**src/rtl/ff_wr_arbiter_if.sv**
```systemverilog
// Bundle between the write-port arbiter, its requesters and the shared FIFO write side.
// master is the arbiter's view; slave is the surrounding environment's view.
interface ff_wr_arbiter_if #(
    parameter int unsigned NUM_REQ = 4,
    parameter int unsigned DATA_W  = 8
);
    logic [NUM_REQ-1:0]        req_wr_en;
    logic [NUM_REQ*DATA_W-1:0] req_wr_data;
    logic [NUM_REQ-1:0]        req_ack;
    logic [NUM_REQ-1:0]        gnt_vec;
    logic                      busy;
    logic                      ff_full;
    logic                      ff_wr_en;
    logic [DATA_W-1:0]         ff_wr_data;

    modport master (
        input  req_wr_en,
        input  req_wr_data,
        input  ff_full,
        output req_ack,
        output gnt_vec,
        output busy,
        output ff_wr_en,
        output ff_wr_data
    );

    modport slave (
        output req_wr_en,
        output req_wr_data,
        output ff_full,
        input  req_ack,
        input  gnt_vec,
        input  busy,
        input  ff_wr_en,
        input  ff_wr_data
    );
endinterface

```
**src/rtl/ff_wr_arbiter.sv**
```systemverilog
// Round-robin arbiter sharing one FIFO write port among NUM_REQ requesters,
// holding each grant for up to BURST_LEN accepted writes.
module ff_wr_arbiter #(
    parameter int unsigned NUM_REQ   = 4,
    parameter int unsigned DATA_W    = 8,
    parameter int unsigned BURST_LEN = 8
) (
    input  logic            clk_ir,
    input  logic            rst_ih,
    ff_wr_arbiter_if.master bus
);
    localparam int unsigned PtrW = $clog2(NUM_REQ);
    localparam int unsigned CntW = $clog2(BURST_LEN + 1);
    localparam logic [CntW-1:0] LastBeat = CntW'(BURST_LEN - 1);
    localparam logic [PtrW-1:0] PtrRst   = PtrW'(NUM_REQ - 1);

    if (NUM_REQ < 2 || NUM_REQ > 16 || BURST_LEN < 1) begin : g_param_check
        $error("ff_wr_arbiter: unsupported NUM_REQ/BURST_LEN");
    end

    typedef enum logic [0:0] {StIdle, StGrant} state_e;

    state_e             state_q, state_d;
    logic [PtrW-1:0]    rr_ptr_q, rr_ptr_d;
    logic [CntW-1:0]    beat_cnt_q, beat_cnt_d;
    logic [NUM_REQ-1:0] gnt_vec_q, gnt_vec_d;

    logic              busy;
    logic              owner_req;
    logic              acc;
    logic [DATA_W-1:0] owner_data;
    logic              pick_vld;
    logic [PtrW-1:0]   pick_idx;
    logic              grant_new;

    // Rotating priority: scan rr_ptr+1 .. rr_ptr+NUM_REQ, so the last owner ranks lowest.
    always_comb begin
        int unsigned idx;
        logic [PtrW-1:0] idx_w;
        pick_vld = 1'b0;
        pick_idx = '0;
        idx      = 0;
        idx_w    = '0;
        for (int unsigned k = 1; k <= NUM_REQ; k++) begin
            idx = 32'(rr_ptr_q) + k;
            if (idx >= NUM_REQ) begin
                idx = idx - NUM_REQ;
            end
            idx_w = PtrW'(idx);
            if (!pick_vld && bus.req_wr_en[idx_w]) begin
                pick_vld = 1'b1;
                pick_idx = idx_w;
            end
        end
    end

    // rr_ptr always holds the current owner while granted.
    assign busy       = (state_q == StGrant);
    assign owner_req  = bus.req_wr_en[rr_ptr_q];
    assign owner_data = bus.req_wr_data[32'(rr_ptr_q) * DATA_W +: DATA_W];
    assign acc        = busy & owner_req & ~bus.ff_full;

    assign bus.busy       = busy;
    assign bus.gnt_vec    = gnt_vec_q;
    assign bus.ff_wr_en   = acc;
    assign bus.ff_wr_data = busy ? owner_data : '0;
    assign bus.req_ack    = acc ? gnt_vec_q : '0;

    always_comb begin
        state_d    = state_q;
        rr_ptr_d   = rr_ptr_q;
        beat_cnt_d = beat_cnt_q;
        gnt_vec_d  = gnt_vec_q;
        grant_new  = 1'b0;

        unique case (state_q)
            StIdle: begin
                if (pick_vld) begin
                    grant_new = 1'b1;
                end
            end
            StGrant: begin
                if (acc) begin
                    beat_cnt_d = beat_cnt_q + 1'b1;
                end
                if (!owner_req || (acc && beat_cnt_q == LastBeat)) begin
                    if (pick_vld) begin
                        grant_new = 1'b1;
                    end else begin
                        state_d    = StIdle;
                        gnt_vec_d  = '0;
                        beat_cnt_d = '0;
                    end
                end
            end
        endcase

        if (grant_new) begin
            state_d            = StGrant;
            rr_ptr_d           = pick_idx;
            beat_cnt_d         = '0;
            gnt_vec_d          = '0;
            gnt_vec_d[pick_idx] = 1'b1;
        end
    end

    always_ff @(posedge clk_ir or posedge rst_ih) begin
        if (rst_ih) begin
            state_q    <= StIdle;
            rr_ptr_q   <= PtrRst;
            beat_cnt_q <= '0;
            gnt_vec_q  <= '0;
        end else begin
            state_q    <= state_d;
            rr_ptr_q   <= rr_ptr_d;
            beat_cnt_q <= beat_cnt_d;
            gnt_vec_q  <= gnt_vec_d;
        end
    end
endmodule
```
**src/flat_wrapper.sv**
```systemverilog
// flat-port wrapper written by rule: the top's interface ports become plain ports
module ff_wr_arbiter_flat 
#(
    parameter int unsigned NUM_REQ   = 4,
    parameter int unsigned DATA_W    = 8,
    parameter int unsigned BURST_LEN = 8
)
  (clk_ir, rst_ih, bus_req_wr_en, bus_req_wr_data, bus_ff_full, bus_req_ack, bus_gnt_vec, bus_busy, bus_ff_wr_en, bus_ff_wr_data);
  ff_wr_arbiter_if #(.NUM_REQ(NUM_REQ), .DATA_W(DATA_W)) bus_i ();
  input  logic clk_ir;
  input  logic rst_ih;
  input wire logic [$bits(bus_i.req_wr_en)-1:0] bus_req_wr_en;
  input wire logic [$bits(bus_i.req_wr_data)-1:0] bus_req_wr_data;
  input wire logic [$bits(bus_i.ff_full)-1:0] bus_ff_full;
  output wire logic [$bits(bus_i.req_ack)-1:0] bus_req_ack;
  output wire logic [$bits(bus_i.gnt_vec)-1:0] bus_gnt_vec;
  output wire logic [$bits(bus_i.busy)-1:0] bus_busy;
  output wire logic [$bits(bus_i.ff_wr_en)-1:0] bus_ff_wr_en;
  output wire logic [$bits(bus_i.ff_wr_data)-1:0] bus_ff_wr_data;
  assign bus_i.req_wr_en = bus_req_wr_en;
  assign bus_i.req_wr_data = bus_req_wr_data;
  assign bus_i.ff_full = bus_ff_full;
  assign bus_req_ack = bus_i.req_ack;
  assign bus_gnt_vec = bus_i.gnt_vec;
  assign bus_busy = bus_i.busy;
  assign bus_ff_wr_en = bus_i.ff_wr_en;
  assign bus_ff_wr_data = bus_i.ff_wr_data;
  ff_wr_arbiter #(.NUM_REQ(NUM_REQ), .DATA_W(DATA_W), .BURST_LEN(BURST_LEN)) u_core (.clk_ir(clk_ir), .rst_ih(rst_ih), .bus(bus_i));
endmodule
```
**config.mk**
```make
export PLATFORM = sky130hd
export DESIGN_NAME = ff_wr_arbiter_flat
export DESIGN_NICKNAME = d
export VERILOG_FILES = /design/src/rtl/ff_wr_arbiter_if.sv /design/src/rtl/ff_wr_arbiter.sv /design/src/flat_wrapper.sv
export SDC_FILE = /design/constraint.sdc
export NUM_CORES = 1
export LEC_CHECK = 0
export ABC_AREA = 1
export CORE_MARGIN = 2
export CORE_UTILIZATION = 36
export CTS_CLUSTER_DIAMETER = 80
export DETAILED_ROUTE_END_ITERATION = 12
export GPL_TIMING_DRIVEN = 1
export PLACE_DENSITY = 0.8
export SETUP_SLACK_MARGIN = 0.4
export SLEW_MARGIN = 10
export SYNTH_ARGS = -nofsm -noshare
export SYNTH_HDL_FRONTEND = slang
export SYNTH_SLANG_ARGS = --single-unit
```
**constraint.sdc**
```tcl
create_clock -name clk_ir -period 1.9 [get_ports clk_ir]
set_clock_uncertainty 0.15 [all_clocks]
set_input_delay 0.475 -clock clk_ir [delete_from_list [all_inputs] [get_ports clk_ir]]
set_output_delay 0.475 -clock clk_ir [all_outputs]
set_load 0.01 [all_outputs]
```
==> run metrics, run 1 <==
status finished with violations; violated checks negative setup slack; Total Wirelength 3689 um; Synth area leaders dfrtp_1 20%, nand2_1 15%, nand3_1 13%, inv_1 7.5%, a22oi_1 6.1%; DIE AREA 3517 um^2; worst slew pin tran 426.0 ps; Placement Cell Area 1867 um^2; fin nets 300; CTS Buf Count 3; row count 20; # diodes 0; GRT overflow 0; routed vias/inst 5.034; Fin. Hold Viols 0; clock latency on the worst-skew pair 270 ps; Area growth syn-to-layout 97.50%; Hold Crit Class in -> async; syn nets 208; largest net degree at the start of global routing 22; wire per inst 12.63 um; Starting Density 0.3697; Tmin final 2339 ps; synthesized cell area 1101 um^2; CTS tree yes; logic gate share of total power 0.831; Setup crit start kind register; top cell type's share of synthesized area 0.2045; sequential element share of the synthesized area 0.2523; Num Clock Sinks 11; critical path class reg -> out; Vias 1470; layout cells sized above 1 0.4170; First DRT Iteration DRCs 36; root buffer cell clkbuf_4; relative slew slack 0.7157; vias in the first global route 1424; die span in y 59.31 um; post-DP HPWL 2601 um; clk slew on worst S/H paths 70 ps; clk buf depth 2; worst-path fanout max 5; Ys Warns 0; Final Max Tran Viols 0; maximum VDD drop 0.0007059 V; Synth cell types 31; initial antenna violation count 0; CTS HTree Levels 1; Sw Share 0.4985; leakage power 0.001059 uW; GPL Wtd Cong 0.7934; layout filler cell count 254; Syn Inst Count 168; first-pass GRT wire length 5706 um; IO buf count 56; number of synthesized register bits 11; number of nets still failing antenna checks after routing 0; Setup TNS Final -6316 ps; Clock Power Share 0.048; CP arrival 1710 ps; pwr/cell area 1582 nW/um^2; # setup viols final 23; area leader, netlist dfrtp_1; DRC Markers 0; Final Cell Area 2175 um^2; internal power 1726 uW; drt first pass iters 4; period utilization 1.231; Syn Area/Cell 6.554 um^2; Crit. End Element output pin; Die W 59.31 um; Max Freq 427.5 MHz; total track usage 0.2056; num ports 57; setup ws final -439.0 ps; CP required 1270 ps; core area 2978 um^2; Fin Hold WS 346.4 ps; Max-Cap Viols 0; RSZ-0062 raised after global routing yes; Reg power frac 0.121; Switch Pwr 1715 uW
-- placed cells by master, fill, tap and decap left out, drive strengths merged, types with 5 or more instances in the layout --
master         count
buf               54
nand2             53
clkdlybuf4s50     34
nand3             31
inv               24
nor2              11
dfrtp              9
a22oi              9
a31oi              8
o21ai              5
-- flip-flops by register name, indices dropped and copies added (netlist names) --
register / flops
u_core.beat_cnt_q: 4
u_core.bus.busy: 1
u_core.bus.gnt_vec: 4
u_core.rr_ptr_q: 2
-- what timing repair did --
item,4_1_cts,5_1_grt
hold buffers,0,0
setup endpoints to repair,29,25
resized for setup,107,31
setup buffers,12,4
pin swaps,10,12
-- path summary, 6_finish.rpt --
check                                            from                    end  slack, ps  depth (start not counted)
worst min-delay path                           rst_ih  u_core.bus.gnt_vec[1]        350                          2
max in group asynchronous                      rst_ih     u_core.rr_ptr_q[0]        930                          2
min in group clk_ir             u_core.bus.gnt_vec[0]  u_core.bus.gnt_vec[0]        380                          2
worst min register to register  u_core.bus.gnt_vec[0]  u_core.bus.gnt_vec[0]        380                          2
worst max register to register     u_core.rr_ptr_q[0]  u_core.bus.gnt_vec[1]       -190                         13
worst max-delay path               u_core.rr_ptr_q[0]         bus_req_ack[3]       -440                          9
-- cell usage after synthesis (all sizes together) --
master,instances
a21boi,1
a21oi,1
a22oi,9
a31oi,8
buf,4
clkbuf,1
clkinv,1
dfrtp,9
dfstp,2
ha,1
inv,24
nand2,53
nand3,31
nand4,3
nor2,11
nor3,1
o21ai,5
o311ai,1
xnor2,1
xor2,1
-- power groups by stage --
stage | Sequential (uW) | Combinational, uW | Clock [uW]
2_1_floorplan | 412 | 1420 | 0
4_1_cts | 407 | 2510 | 169
3_3_place_gp | 412 | 2230 | 0
5_1_grt | 424 | 3120 | 176
3_5_place_dp | 415 | 2280 | 0
6_report | 416 | 2860 | 165
-- final cells by class --
type	count	area, um^2	share of cell area
Clock buffer	4	26.28	0.01208
Timing Repair Buffer	92	823.3	0.3786
Tap cell	33	41.29	0.01899
Multi-Input combinational cell	127	902.1	0.4148
Sequential cell	11	277.8	0.1277
Inverter	25	103.9	0.04776
-- critical path, cell delays in order (launching register included) --
cell and delay (ps):
dfstp_2 620, inv_6 60, nand2_4 70, nand2_4 50
o21ai_4 140, nand2_4 90, nor2_8 110, inv_4 70
nor2_2 90, buf_2 140
-- layer usage --
layer | track usage | part of all wire | vias up
li1 | - | - | 745
met2 | 0.3909 | 0.55 | 57
met4 | 0.06494 | 0.014 | 0
met1 | 0.2289 | 0.37 | 662
met3 | 0.03275 | 0.064 | 6
met5 | 0 | 0 | -
-- through the flow --
stage / util / cells / total power, uW / worst slack [ps]
3_5_place_dp: 0.6269 / 272 / 2691 / -977.4
5_1_grt: 0.7303 / 292 / 3721 / -475.7
2_1_floorplan: - / 168 / 1832 / -164.4
3_3_place_gp: 0.6269 / 272 / 2645 / -925.8
4_1_cts: 0.6756 / 288 / 3084 / -440.5
6_report: 0.7303 / 292 / 3441 / -439.0
-- logic make-up after synthesis --
logic type                 Yosys count  share of synthesized area
AOI/OAI and AO/OA                   25                     0.1591
DFF                                 11                     0.2523
xor gates and xnor gates             2                    0.01591
and+or+nand+nor                     99                     0.4477
buffers and inverters               30                     0.1136
adders and majority gates            1                    0.01136
No activity file was read; power rests on OpenSTA's default activity.
==> run 2: changes to the inputs <==
Settings changed: CORE_MARGIN 2 to unset, SKIP_CTS_REPAIR_TIMING set to 1.
==> run 2 against run 1 <==
The run ends with design-rule violations, negative setup slack left. Critical path depth increased by 1. Non-clock buffer count decreased by 9. Core utilization decreased by 3.6 points. Critical path type is now in -> out.
==> run metrics, run 2 (same netlist as run 1, synthesis figures left out) <==
worst-path cell with the longest stage delay clkdlybuf4s50_1; Vias 1442 (-1.9%); routed vias/inst 5.132 (+1.9%); wire per inst 11.64 um (-7.9%); Hold Crit Class in -> async; maximum VDD drop 0.0006717 V (-4.8%); Final Cell Area 1963 um^2 (-9.7%); layout cells sized above 1 0.3480 (-0.06899); period utilization 1.217 (-0.01433); leakage power 0.0009944 uW (-6.1%); RSZ-0062 raised after global routing yes; DRC Markers 3 (+3); Placement Cell Area 1864 um^2 (-0.13%); total track usage 0.1973 (-0.008272); M3 GR Usage 0.04989 (+0.01714); Max Freq 432.6 MHz (+1.2%); CP peak stage delay 470 ps (-150 ps); CP arrival 1690 ps (-20 ps); Final Max Tran Viols 0 (unchanged); clock latency on the worst-skew pair 270 ps (about the same); setup ws final -411.8 ps (+27.23 ps); fin nets 291 (-3.0%); die span in y 57.31 um (-3.4%); vias in the first global route 1370 (-3.8%); first-pass GRT wire length 5250 um (-8.0%); worst-path cell chain clkdlybuf4s50_1 -> inv_1 -> nand2_2 -> nand3_2 -> o21ai_4 -> nand2_4 -> nor2_8 -> inv_4 -> nor2_2 -> buf_2; initial antenna violation count 0 (unchanged); worst-path fanout max 4 (-1); post-DP HPWL 2527 um (-2.9%); # setup viols final 22 (-4.3%); # diodes 0 (unchanged); routing usage on met1 0.2261 (-0.002792); Die W 57.31 um (-3.4%); First DRT Iteration DRCs 61 (+69%); CTS Buf Count 3 (unchanged); commonest cells after routing, fill and taps aside 37 x nand2_1, 35 x clkdlybuf4s50_1, 28 x nand3_1; IO buf count 56 (unchanged); Post-Place Setup Slack -906.1 ps (+71.30 ps); status finished with violations; clk slew on worst S/H paths 70 ps (about the same); Tmin final 2312 ps (-27.23 ps); GPL Wtd Cong 0.8562 (+7.9%); CTS tree yes; row count 19 (-5.0%); DIE AREA 3284 um^2 (-6.6%); CTS HTree Levels 1 (unchanged); violated checks design-rule violations, negative setup slack; root buffer cell clkbuf_4; overall power 2951 uW (-14%); Starting Density 0.3892 (+0.01946); grt peak-use layer met2; commonest non-fill, non-tap cell in the layout nand2_1; CP required 1270 ps (about the same); core area 2829 um^2 (-5.0%); GRT overflow 0 (unchanged); Total Wirelength 3270 um (-11%); Fin. Hold Viols 0 (unchanged); Crit. End Element output pin; Max-Cap Viols 0 (unchanged); num ports 57 (unchanged); largest net degree at the start of global routing 22 (unchanged); relative slew slack 0.7275 (+0.01180); pwr/cell area 1503 nW/um^2 (-5.0%); worst slew pin tran 408.3 ps (-17.68 ps); clk buf depth 2 (unchanged); Area growth syn-to-layout 78.30%; Setup crit start kind input pin; number of nets still failing antenna checks after routing 0 (unchanged); Num Clock Sinks 11 (unchanged); met2 Use GR 0.3731 (-0.01779); drt first pass iters 8 (+4); critical path class in -> out
==> run 2: cell types whose count changed in the layout (fill, tap and decap cells not counted), sizes merged <==
cell           change
dlymetal6s2s       +4
buf               -13
dlygate4sd2        -4
clkbuf             +3
clkdlybuf4s50      +1
==> run 2: layer usage <==
layer	part of all wire	vias up
met5	0	-
met4	0	0
met3	0.075	0
met2	0.51	61
met1	0.41	656
li1	-	725
==> run 2: metrics by stage <==
stage / TNS, ps / hold WS [ps] / cells / utilization
global placement: -12800 / 366.7 / 270 / 0.6590
global route: -7407 / 371.6 / 281 / 0.6939
finish: -5037 / 345.1 / 281 / 0.6939
detailed placement: -12950 / 371.4 / 270 / 0.6590
CTS: -12450 / 357.2 / 274 / 0.6683
floorplan: -652.1 / 176.0 / 168 / -
==> run 2: critical path, delay by kind of cell <==
family	cells	cell delay (ps)
buffers and inverters	4	710
and+or+nand+nor	5	410
AOI/OAI and AO/OA	1	80
==> run 2: path summary, 6_finish.rpt <==
path / startpoint / end / cells after the start / slack (ps)
max in group asynchronous: rst_ih / u_core.rr_ptr_q[0] / 2 / 940
worst max-delay path: bus_req_wr_en[1] / bus_req_ack[2] / 10 / -410
worst max register to register: u_core.rr_ptr_q[0] / u_core.bus.gnt_vec[0] / 13 / -100
worst min-delay path: rst_ih / u_core.bus.busy / 2 / 350
min in group clk_ir: u_core.bus.gnt_vec[3] / u_core.bus.gnt_vec[3] / 2 / 380
worst min register to register: u_core.bus.gnt_vec[3] / u_core.bus.gnt_vec[3] / 2 / 380
==> run 2: cell type report <==
| type | instances | area [um^2] |
|---|---|---|
| fill | 251 | 865.8 |
| timing repair buffer | 83 | 715.7 |
| tap | 31 | 38.79 |
| inverter | 25 | 106.4 |
| clock buffer | 4 | 26.28 |
| sequential | 11 | 277.8 |
| multi-input combinational | 127 | 798.3 |
==> run 2: power breakdown <==
group / switching (uW) / internal [uW] / total [uW]
clock network: 76.7 / 81.3 / 158
registers: 81.4 / 337 / 419
logic: 1360 / 1010 / 2370
total: 1520 / 1430 / 2950
==> run 3: changes to the inputs <==
Settings changed: REMOVE_ABC_BUFFERS set to 1.
==> run 3 against run 2 <==
The run still ends with design-rule violations, negative setup slack left. Count of clock-buffer cells in the layout is the same. First-iteration DRC count shrank 33%. Design area shrank 0.32%. Final cell count shrank 1.1%. Via count shrank 5.2%. Combinational power is essentially flat. Largest power group unchanged.
==> run metrics, run 3 (same netlist as run 1, synthesis figures left out) <==
number of nets still failing antenna checks after routing 0 (unchanged); clk slew on worst S/H paths 80 ps (about the same); drt first pass iters 8 (unchanged); num ports 57 (unchanged); relative slew slack 0.7208 (-0.006696); DRC Markers 2 (-1); core area 2829 um^2 (unchanged); commonest cells after routing, fill and taps aside 39 x nand2_1, 34 x clkdlybuf4s50_1, 29 x nand3_1; overall power 2912 uW (-1.3%); fin nets 288 (-1.0%); pwr/cell area 1488 nW/um^2 (-0.98%); total track usage 0.2189 (+0.02160); CP required 1270 ps (about the same); critical path class reg -> out; Tmin final 2302 ps (-9.543 ps); CTS tree yes; Setup TNS Final -4808 ps (+228.9 ps); row count 19 (unchanged); RSZ-0062 raised after global routing yes; Die W 57.31 um (unchanged); internal power 1438 uW (+0.47%); Area growth syn-to-layout 77.73%; CTS Buf Count 3 (unchanged); post-DP HPWL 2732 um (+8.1%); Switch Pwr 1474 uW (-3.0%); GPL Wtd Cong 0.8083 (-5.6%); # setup viols final 21 (-4.5%); Final Max Tran Viols 0 (unchanged); worst-path fanout max 9 (+5); wire per inst 12.62 um (+8.4%); CP arrival 1680 ps (about the same); status finished with violations; Layout Utilization 0.6917 (-0.002212); setup ws final -402.3 ps (+9.543 ps); period utilization 1.212 (-0.005023); CTS HTree Levels 1 (unchanged); Reg power frac 0.138 (-0.004); root buffer cell clkbuf_4; worst slew pin tran 418.3 ps (+10.03 ps); Hold Crit Class in -> async; Max Freq 434.4 MHz (+0.41%); Max-Cap Viols 0 (unchanged); Crit. End Element output pin; leakage power 0.001073 uW (+7.9%); clk buf depth 2 (unchanged); # diodes 0 (unchanged); Setup crit start kind register; initial antenna violation count 0 (unchanged); Total Wirelength 3507 um (+7.2%); clock latency on the worst-skew pair 270 ps (about the same); Num Clock Sinks 11 (unchanged); violated checks design-rule violations, negative setup slack; First DRT Iteration DRCs 41 (-33%); maximum VDD drop 0.001017 V (+51%); IO buf count 56 (unchanged); Clock Power Share 0.057 (+0.003); Met2 Routed Length 1815 um (+8.7%); Met3 Routed Length 107 um (-57%); DIE AREA 3284 um^2 (unchanged); Vias 1367 (-5.2%); vias in the first global route 1312 (-4.2%); logic gate share of total power 0.805 (about the same); routed vias/inst 4.917 (-4.2%); first-pass GRT wire length 5658 um (+7.8%); Fin. Hold Viols 0 (unchanged); DR top layer met4; Sw Share 0.5061 (-0.008706); largest net degree at the start of global routing 22 (unchanged); commonest non-fill, non-tap cell in the layout nand2_1; layout cells sized above 1 0.2874 (-0.06055); GRT overflow 0 (unchanged); met1 wire length 1560 um (+15%); Starting Density 0.3892 (unchanged); layout filler cell count 235 (-6.4%); die span in y 57.31 um (unchanged)
-- run 3: cell types whose count changed in the layout (fill, tap and decap cells not counted), sizes merged --
cell	previous run	this run
clkdlybuf4s50	35	34
clkbuf	7	5
inv	24	23
clkinv	1	2
dlymetal6s2s	4	13
buf	41	32
-- run 3: power by group through the flow --
stage | Clock (uW) | Combinational [uW] | Sequential [uW]
floorplan | 0 | 1210 | 480
detailed placement | 0 | 2210 | 404
global placement | 0 | 2180 | 402
global route | 181 | 2580 | 413
finish | 166 | 2350 | 401
CTS | 164 | 2220 | 400
-- run 3: final timing paths --
check	cells past startpoint	end	start	slack, ps
max	8	bus_ff_wr_en	u_core.rr_ptr_q[0]	-400
min	2	u_core.beat_cnt_q[2]	rst_ih	340
max reg2reg	11	u_core.bus.gnt_vec[3]	u_core.rr_ptr_q[0]	-130
min reg2reg	2	u_core.bus.gnt_vec[0]	u_core.bus.gnt_vec[0]	380
max in group asynchronous	2	u_core.rr_ptr_q[1]	rst_ih	940
min in group clk_ir	2	u_core.bus.gnt_vec[0]	u_core.bus.gnt_vec[0]	380
-- run 3: routing by layer --
layer | vias to the layer above | GRT usage
met1 | 622 | 0.2833
li1 | 717 | -
met4 | 0 | 0.06272
met2 | 26 | 0.3849
met5 | - | 0
met3 | 2 | 0.02494
-- run 3: final cells by class --
type                            instances  area, um^2  share of cell area
Clock buffer                            4       26.28             0.01343
Inverter                               25       106.4             0.05435
Multi-Input combinational cell        127       762.0              0.3894
Sequential cell                        11       277.8              0.1419
Tap cell                               31       38.79             0.01982
Timing Repair Buffer                   80       745.7              0.3811
-- run 3: worst max-delay path, stage by stage (launching register included) --
cell and delay (ps):
dfstp_2 580, buf_4 180, nand2_2 80, nand3_2 80, o21ai_4 70, nand2_4 100, nor2_8 40, buf_4 150
clkbuf_2 120
-- run 3: stage by stage --
stage	hold slack, ps	std cells	setup slack [ps]	area (um^2)
finish	339.7	278	-402.3	1957
floorplan	176.0	163	-338.0	1072
CTS	358.2	275	-934.1	1856
global placement	365.3	271	-901.4	1829
global route	370.2	278	-497.0	1957
detailed placement	371.3	271	-926.6	1829
